### src/rtl/multi_channel_dual_slope_pwm.sv
`default_nettype none
// ============================================================================
//  Module      : multi_channel_dual_slope_pwm
//  Description : Multi-channel centre-aligned (dual-slope) PWM generator.
//                A single up/down counter is shared by all channels. Period
//                (TOP) and per-channel duty values are double-buffered and
//                take effect only at the period valley, so outputs never
//                glitch. Valley/peak sync pulses are aligned with pwm_out.
//  Revision    : 1.0 - initial release
// ============================================================================
module multi_channel_dual_slope_pwm #(
    parameter int RESOLUTION = 10,
    parameter int CHANNELS   = 4,
    parameter int CH_W       = (CHANNELS > 1) ? $clog2(CHANNELS) : 1
) (
    input  logic                  clk,
    input  logic                  rst,
    input  logic                  en,
    input  logic [RESOLUTION-1:0] top_in,
    input  logic                  duty_wr_en,
    input  logic [CH_W-1:0]       duty_wr_ch,
    input  logic [RESOLUTION:0]   duty_wr_data,
    output logic [CHANNELS-1:0]   pwm_out,
    output logic                  sync_valley,
    output logic                  sync_peak
);

    // Counter constants: the largest TOP and the value 1 (used both as the
    // counting step and as the floor for a requested TOP of 0).
    localparam logic [RESOLUTION-1:0] C_TOP_MAX = {RESOLUTION{1'b1}};
    localparam logic [RESOLUTION-1:0] C_ONE     = {{(RESOLUTION-1){1'b0}}, 1'b1};

    // Counting direction is a two-state machine: up from the valley, down
    // from the peak.
    typedef enum logic [0:0] {
        DIR_DOWN = 1'b0,
        DIR_UP   = 1'b1
    } dir_t;

    dir_t                  dir_q;
    dir_t                  dir_d;
    logic [RESOLUTION-1:0] cnt_q;
    logic [RESOLUTION-1:0] cnt_d;
    logic [RESOLUTION-1:0] top_act_q;
    logic [RESOLUTION-1:0] top_act_d;
    logic                  sync_valley_q;
    logic                  sync_valley_d;
    logic                  sync_peak_q;
    logic                  sync_peak_d;

    logic                  at_valley;
    logic                  at_peak;
    logic                  load_en;
    logic [RESOLUTION-1:0] top_clamped;

    // Period-boundary detection and the shadow-to-active load condition.
    // While halted the active registers track the shadows every cycle, so a
    // restart uses the newest values from its very first compare.
    always_comb begin
        at_valley   = (cnt_q == '0);
        at_peak     = (cnt_q == top_act_q);
        load_en     = at_valley || !en;
        top_clamped = (top_in == '0) ? C_ONE : top_in;
    end

    // Direction next-state and counter update; halting parks the counter at
    // the valley pointing up so restart resumes 0 -> 1.
    always_comb begin
        dir_d = dir_q;
        cnt_d = cnt_q;
        if (!en) begin
            dir_d = DIR_UP;
            cnt_d = '0;
        end else begin
            case (dir_q)
                DIR_UP: begin
                    if (at_peak) begin
                        dir_d = DIR_DOWN;
                    end
                end
                DIR_DOWN: begin
                    if (at_valley) begin
                        dir_d = DIR_UP;
                    end
                end
                default: dir_d = DIR_UP;
            endcase
            // The peak check wins regardless of current direction, and the
            // valley check forces up, so a stale direction can never push
            // the counter outside 0..top_act.
            if (at_peak) begin
                dir_d = DIR_DOWN;
            end else if (at_valley) begin
                dir_d = DIR_UP;
            end
            cnt_d = (dir_d == DIR_UP) ? (cnt_q + C_ONE) : (cnt_q - C_ONE);
        end
    end

    // Active TOP reload and registered sync pulses.
    always_comb begin
        top_act_d     = load_en ? top_clamped : top_act_q;
        sync_valley_d = en && at_valley;
        sync_peak_d   = en && at_peak;
    end

    // Shared counter, direction, active TOP and sync registers.
    always_ff @(posedge clk or posedge rst) begin
        if (rst) begin
            dir_q         <= DIR_UP;
            cnt_q         <= '0;
            top_act_q     <= C_TOP_MAX;
            sync_valley_q <= 1'b0;
            sync_peak_q   <= 1'b0;
        end else begin
            dir_q         <= dir_d;
            cnt_q         <= cnt_d;
            top_act_q     <= top_act_d;
            sync_valley_q <= sync_valley_d;
            sync_peak_q   <= sync_peak_d;
        end
    end

    assign sync_valley = sync_valley_q;
    assign sync_peak   = sync_peak_q;

    // Per-channel duty buffering and compare. Each channel owns its shadow,
    // active compare and output flop; only the counter is shared.
    for (genvar g = 0; g < CHANNELS; g++) begin : g_ch
        localparam logic [CH_W-1:0] C_IDX = CH_W'(g);

        logic [RESOLUTION:0] duty_sh_q;
        logic [RESOLUTION:0] duty_sh_d;
        logic [RESOLUTION:0] duty_act_q;
        logic [RESOLUTION:0] duty_act_d;
        logic                pwm_q;
        logic                pwm_d;

        // Shadow write, valley load (from the pre-edge shadow, so a write in
        // the valley cycle waits one more period) and the extended-width
        // compare that lets duty > TOP hold the output high.
        always_comb begin
            duty_sh_d = duty_sh_q;
            if (duty_wr_en && (duty_wr_ch == C_IDX)) begin
                duty_sh_d = duty_wr_data;
            end
            duty_act_d = load_en ? duty_sh_q : duty_act_q;
            pwm_d      = en && ({1'b0, cnt_q} < duty_act_q);
        end

        // Channel state registers.
        always_ff @(posedge clk or posedge rst) begin
            if (rst) begin
                duty_sh_q  <= '0;
                duty_act_q <= '0;
                pwm_q      <= 1'b0;
            end else begin
                duty_sh_q  <= duty_sh_d;
                duty_act_q <= duty_act_d;
                pwm_q      <= pwm_d;
            end
        end

        assign pwm_out[g] = pwm_q;
    end

endmodule
`default_nettype wire

### config.mk
export PLATFORM = sky130hd
export DESIGN_NAME = multi_channel_dual_slope_pwm
export DESIGN_NICKNAME = d
export VERILOG_FILES = /design/src/rtl/multi_channel_dual_slope_pwm.sv
export SDC_FILE = /design/constraint.sdc
export NUM_CORES = 1
export LEC_CHECK = 0
export ABC_AREA = 1
export CORE_ASPECT_RATIO = 0.75
export CORE_MARGIN = 2
export CORE_UTILIZATION = 56
export CTS_BUF_LIST = sky130_fd_sc_hd__clkbuf_8
export DETAILED_ROUTE_END_ITERATION = 7
export PLACE_DENSITY = 0.82
export SYNTH_ARGS = -nofsm -noshare
export SYNTH_HDL_FRONTEND = slang
export SYNTH_SLANG_ARGS = --single-unit
### constraint.sdc
create_clock -name clk -period 3.5 [get_ports clk]
set_input_delay 0.35 -clock clk [delete_from_list [all_inputs] [get_ports clk]]
set_output_delay 0.35 -clock clk [all_outputs]
set_load 0.02 [all_outputs]
# ---- After elaboration in Yosys (flattened, before gate mapping)
# Cells that the tools add are included.
dict set report word_totals {
  inputBits 27
  regBits 115
  output_inout_bits 6
}
dict set report classes {
  eq_ne 4
  addsub 2
  magnitude_cmp 4
  muxes 8
  reduce_logical 15
  bitwise 1
}
# operator n
set ops {}
lappend ops {{10-bit by 11-bit < comparator with 1-bit output} 4}
lappend ops {{10-bit 2-to-1 mux} 3}
lappend ops {{10-bit zero test} 2}
lappend ops {{10-bit by 1-bit adder with 10-bit output (second input constant)} 1}
lappend ops {{10-bit equality test} 1}
lappend ops {{1-bit logical AND} 10}
lappend ops {{10-bit by 1-bit subtractor with 10-bit output (second input constant)} 1}
lappend ops {{2-bit equality test (second input constant)} 2}
lappend ops {{1-bit 2-to-1 mux} 4}
lappend ops {{2-bit by 1-bit equality test with 1-bit output (second input constant)} 1}
lappend ops {{2-bit zero test} 1}
lappend ops {{1-bit one-hot mux with 2 select lines} 1}
lappend ops {{1-bit zero test} 1}
lappend ops {{1-bit logical OR} 1}
lappend ops {{1-bit NOT} 1}

# ---- Logic depth before layout (Yosys ltp)
dict set report logic_depth {
  ltp_word 7
  ltp_mapped 16
}

# ---- Worst setup path before layout
# No wires, ideal clock.
dict set report synth_timing {
  kind {register to register}
  from {register cnt_q[0]}
  to {register cnt_q[7]}
  path_stages_with_launch 14
  t_arrival_ns 2.251
  period_less_slack_ns 2.373
  setup_slack_ns 1.127
  required_time_ns 3.378
  n_path_buf 0
  path_cell_list {dfrtp_1 > inv_2 > nand3_1 > or2_4 > nand2_1 > nand2_1 > ha_1 > nand2_1 > o21ai_0 > a21oi_1 > nor2_1 > nor2_1 > o21ai_0 > nor2_1}
}
dict set report synth_between {
  elab_chain_cells 6
  word_cells_on_any_way 9
  cone_classes {add/sub: 2; eq/ne: 1; mux: 5; reduce/logical: 1}
}
# element line
set synth_lines {}
lappend synth_lines {{start, declared} 42} ;# logic [RESOLUTION-1:0] cnt_q;
lappend synth_lines {{start signal, assigned} 117} ;# cnt_q <= cnt_d;
lappend synth_lines {{parallel branches: the longest is 4 deep, another holds 10-bit by 1-bit subtractor with 10-bit output} -}
lappend synth_lines {{10-bit 2-to-1 mux *} 96} ;# cnt_d = (dir_d == DIR_UP) ? (cnt_q + C_ONE) : (cnt_q - C_ONE);
lappend synth_lines {{10-bit 2-to-1 mux *} 71} ;# if (!en) begin
lappend synth_lines {{named net cnt_d[7]} 43} ;# logic [RESOLUTION-1:0] cnt_d;
# Mark *: on every way through the listed nets, which the timed path passes. The select of a mux whose other input is x is not followed.
# A chain may end at the register's enable or synchronous reset.

# ---- Worst setup path after layout
dict set report layout_timing {
  from {register cnt_q[9]}
  to {register cnt_q[8]}
}
dict set report layout_between {
  elab_chain_cells 6
  word_cells_on_any_way 7
  cone_classes {eq/ne: 1; mux: 5; reduce/logical: 1}
}
# element line
set layout_lines {}
lappend layout_lines {{10-bit zero test} 60} ;# at_valley = (cnt_q == '0);
lappend layout_lines {{1-bit 2-to-1 mux} 93} ;# end else if (at_valley) begin
lappend layout_lines {{1-bit 2-to-1 mux *} 91} ;# if (at_peak) begin
lappend layout_lines {{1-bit 2-to-1 mux *} 71}
lappend layout_lines {{10-bit 2-to-1 mux *} 96}
lappend layout_lines {{10-bit 2-to-1 mux *} 71}
lappend layout_lines {{named net cnt_d[8]} 43}
# The timed path passes the listed nets; every way through them passes the cells marked *. The select of a mux whose other input is x is not followed.

==> metrics.md <==
| Metric | Value |
|---|---|
| Grt ovf | 0 |
| Outcome | finished, final reports clean |
| Critical path launch point type | flip-flop |
| Core area | 0.00977 mm² |
| Layout Cells excl Fill | 798 |
| Final setup fails | 0 |
| Inserted Clock Buffers | 17 |
| Drt first pass iters | 5 |
| Crit path required time | 3870 ps |
| CP max FO | 11 |
| Place WS | 710 ps |
| Antenna diode instance count | 0 |
| Vias per cell | 5.29 |
| Post-Synthesis Net Count | 696 |
| Path depth of the worst reg2reg path | 14 |
| Final instance area | 0.00649 mm² |
| Slew margin rel. | 33.0% |
| Min cycle time layout | 2870 ps |
| Number of global-route vias before repair | 4,288 |
| Initial core utilization | 58.1% |
| GP Congestion | 0.849 |
| GR Util All Layers | 24.4% |
| # port buffers | 32 |
| Htree depth | 4 |
| Setup CP Type | reg2reg |
| Area growth syn-to-layout | 14.3% |
| Pwr dens | 565 mW/mm² |
| Post-route ant nets | 0 |
| #FFs+latches synth | 115 |
| DIE HEIGHT | 91.2 µm |
| Synth cell types | 34 |
| Final Cycle Share | 81.9% |
| Mapped Cells | 624 |
| Min-delay worst type | in2async |
| Final net count | 725 |
| Setup WS post-layout | 632 ps |
| # IOs | 33 |
| Dpl hpwl | 8.73 mm |
| Placed instance count | 766 |
| DRT iter0 DRCs | 291 |
| Final WL | 12.2 mm |
| Mean Syn Cell Area | 9.10 µm² |
| Antenna violations before repair | 0 |
| Max-Cap Viols | 0 |
| Clock Path Buffers | 2 |
| FMAX | 0.349 GHz |
| Residual DRC | 0 |
| Post-CTS resize count | 0 |
| Clock transition at the registers of the reported paths | 70 ps |
| Final hold viol count | 0 |
| Fin. max-slew vios | 0 |
| CTS Hold Bufs | 0 |
| Sequential-to-total area share from yosys stat | 50.9% |
| Layout cells sized above 1 | 10.1% |
| Die footprint | 0.0110 mm² |
| Mapped Area | 0.00568 mm² |
| Wire length per cell | 15.3 µm |
| Worst-skew pair later-pin latency | 440 ps |
| Leakage power | 3.27 nW |
| Vias | 4,218 |
| Rows | 31 |
| Setup Skew | 8.32 ps |
| Critical path capture point type | flip-flop |
| CTS tree | yes |
| CTS root buf | clkbuf_8 |
| Worst EP arrival | 3240 ps |
| Clk sinks | 115 |
| Worst-margin pin slew | 1010 ps |
| Die width | 120 µm |
| Synth warn | 0 |
| Final Util | 66.4% |
| RSZ-0062 raised after global routing | false |
| Worst VDD drop | 0.382 mV |
| First-pass GRT wire length | 20.7 mm |
| Placement Cell Area | 0.00604 mm² |
| Largest net degree at the start of global routing | 100 |
| Post-CTS Setup Repair Bufs | 0 |
| Setup TNS | 0 ps |
## where the power goes
part           internal, mW  switching, mW  total (mW)
Sequential             1.55         0.0999        1.65
Clock                 0.810          0.557        1.37
Combinational         0.248          0.401       0.648
Total                  2.61           1.06        3.67
## synthesized netlist by cell type (all sizes together)
library cell,n,area (µm²)
xnor2,5,43.8
dfrtp,104,2600
o21a,1,7.51
o21bai,1,7.51
or2,1,8.76
xor2,3,26.3
nand4,1,6.26
a21oi,27,135
inv,79,297
o21ai,91,474
ha,44,551
mux2,9,135
nor2,32,120
clkinv,1,3.75
fa,1,20.0
nor4,2,12.5
nor3,6,30.0
buf,13,103
o31ai,4,30.0
dfstp,11,289
a31oi,1,6.26
clkbuf,10,38.8
o2111ai,4,35.0
nand2,153,594
nand3,20,100
## placed cells by master (no fill, tap or decap)
cell type,Yosys,layout
inv_4,0,1
o2111ai_1,4,4
o21ai_0,83,83
o21a_1,1,1
a31oi_1,1,1
xnor2_1,5,5
inv_2,1,1
nor4_1,2,2
clkdlybuf4s50_1,0,32
o31ai_1,4,4
nand4_1,1,1
nand2_1,147,147
o21ai_2,5,5
mux2_4,9,9
buf_12,1,1
a21oi_1,27,27
clkinv_2,0,3
o21ai_1,3,3
nand3_1,20,20
o21bai_1,1,1
nor2_1,32,32
nand2_4,1,1
clkbuf_8,0,19
bufinv_16,0,4
dfstp_2,11,11
clkinv_1,1,1
clkinv_4,0,2
clkinvlp_4,0,4
nand2_2,5,5
nor3_1,6,6
ha_1,44,44
xor2_1,3,3
inv_1,78,77
or2_4,1,1
dfrtp_1,104,104
fa_1,1,1
## stage by stage
step / power [mW] / hold slack, ps
floorplan: 2.11 / 446
global placement: 2.27 / 468
detailed placement: 2.32 / 470
CTS: 3.69 / 220
global route: 3.86 / 249
finish: 3.67 / 220
## final timing paths
path	startpoint	endpoint	slack [ps]
min reg2reg	g_ch[0].duty_sh_q[2]	g_ch[0].duty_act_q[2]	490
min	rst	g_ch[1].duty_sh_q[1]	220
max reg2reg	cnt_q[9]	cnt_q[8]	630
min in group clk	g_ch[0].duty_sh_q[2]	g_ch[0].duty_act_q[2]	490
max	cnt_q[9]	cnt_q[8]	630
max in group asynchronous	rst	g_ch[2].duty_sh_q[9]	2510
## per-layer routing
metal  vias up  global-route usage (%)  part of all wire, %
li1       2080                       -                    -
met1      2028                    33.7                   48
met2        89                    37.9                   46
met3        21                    5.65                  4.1
met4         0                    8.53                  1.7
met5         -                       0                    0
## layout make-up
cell class                      instances  area, µm²
Inverter                               80        303
Sequential cell                       115       2890
Multi-Input combinational cell        406       2340
Fill cell                             784       3290
Timing Repair Buffer                   33        340
Clock inverter                         13        183
Tap cell                              132        165
Clock buffer                           19        262
## logic make-up after synthesis
group / count (synthesis) / synth area share, %
AO/OA/AOI/OAI: 129 / 12.3
multiplexers: 9 / 2.38
flip-flops: 115 / 50.9
XOR/XNOR: 8 / 1.23
buffers and inverters: 103 / 7.78
adder cells (fa/ha/maj): 45 / 10.1
AND/OR/NAND/NOR: 215 / 15.4
## registers in the layout (all words and copies together) (netlist names)
signal and cells:
cnt_q 10, dir_q 1, g_ch.duty_act_q 44, g_ch.duty_sh_q 44, g_ch.pwm_q 4, sync_peak 1
sync_valley 1, top_act_q 10
## worst max-delay path, stage by stage (launching register included)
cell	delay (ps)
dfrtp_1	480
nor2_1	170
nand3_1	80
or2_4	280
nand2_1	90
nand2_1	290
ha_1	490
nand3_1	90
nand2_1	90
nand2_1	90
a21oi_1	280
a21oi_1	140
nand2_1	80
nand2_1	40
nor2_1	100
Power figures use the tool's default switching activity.
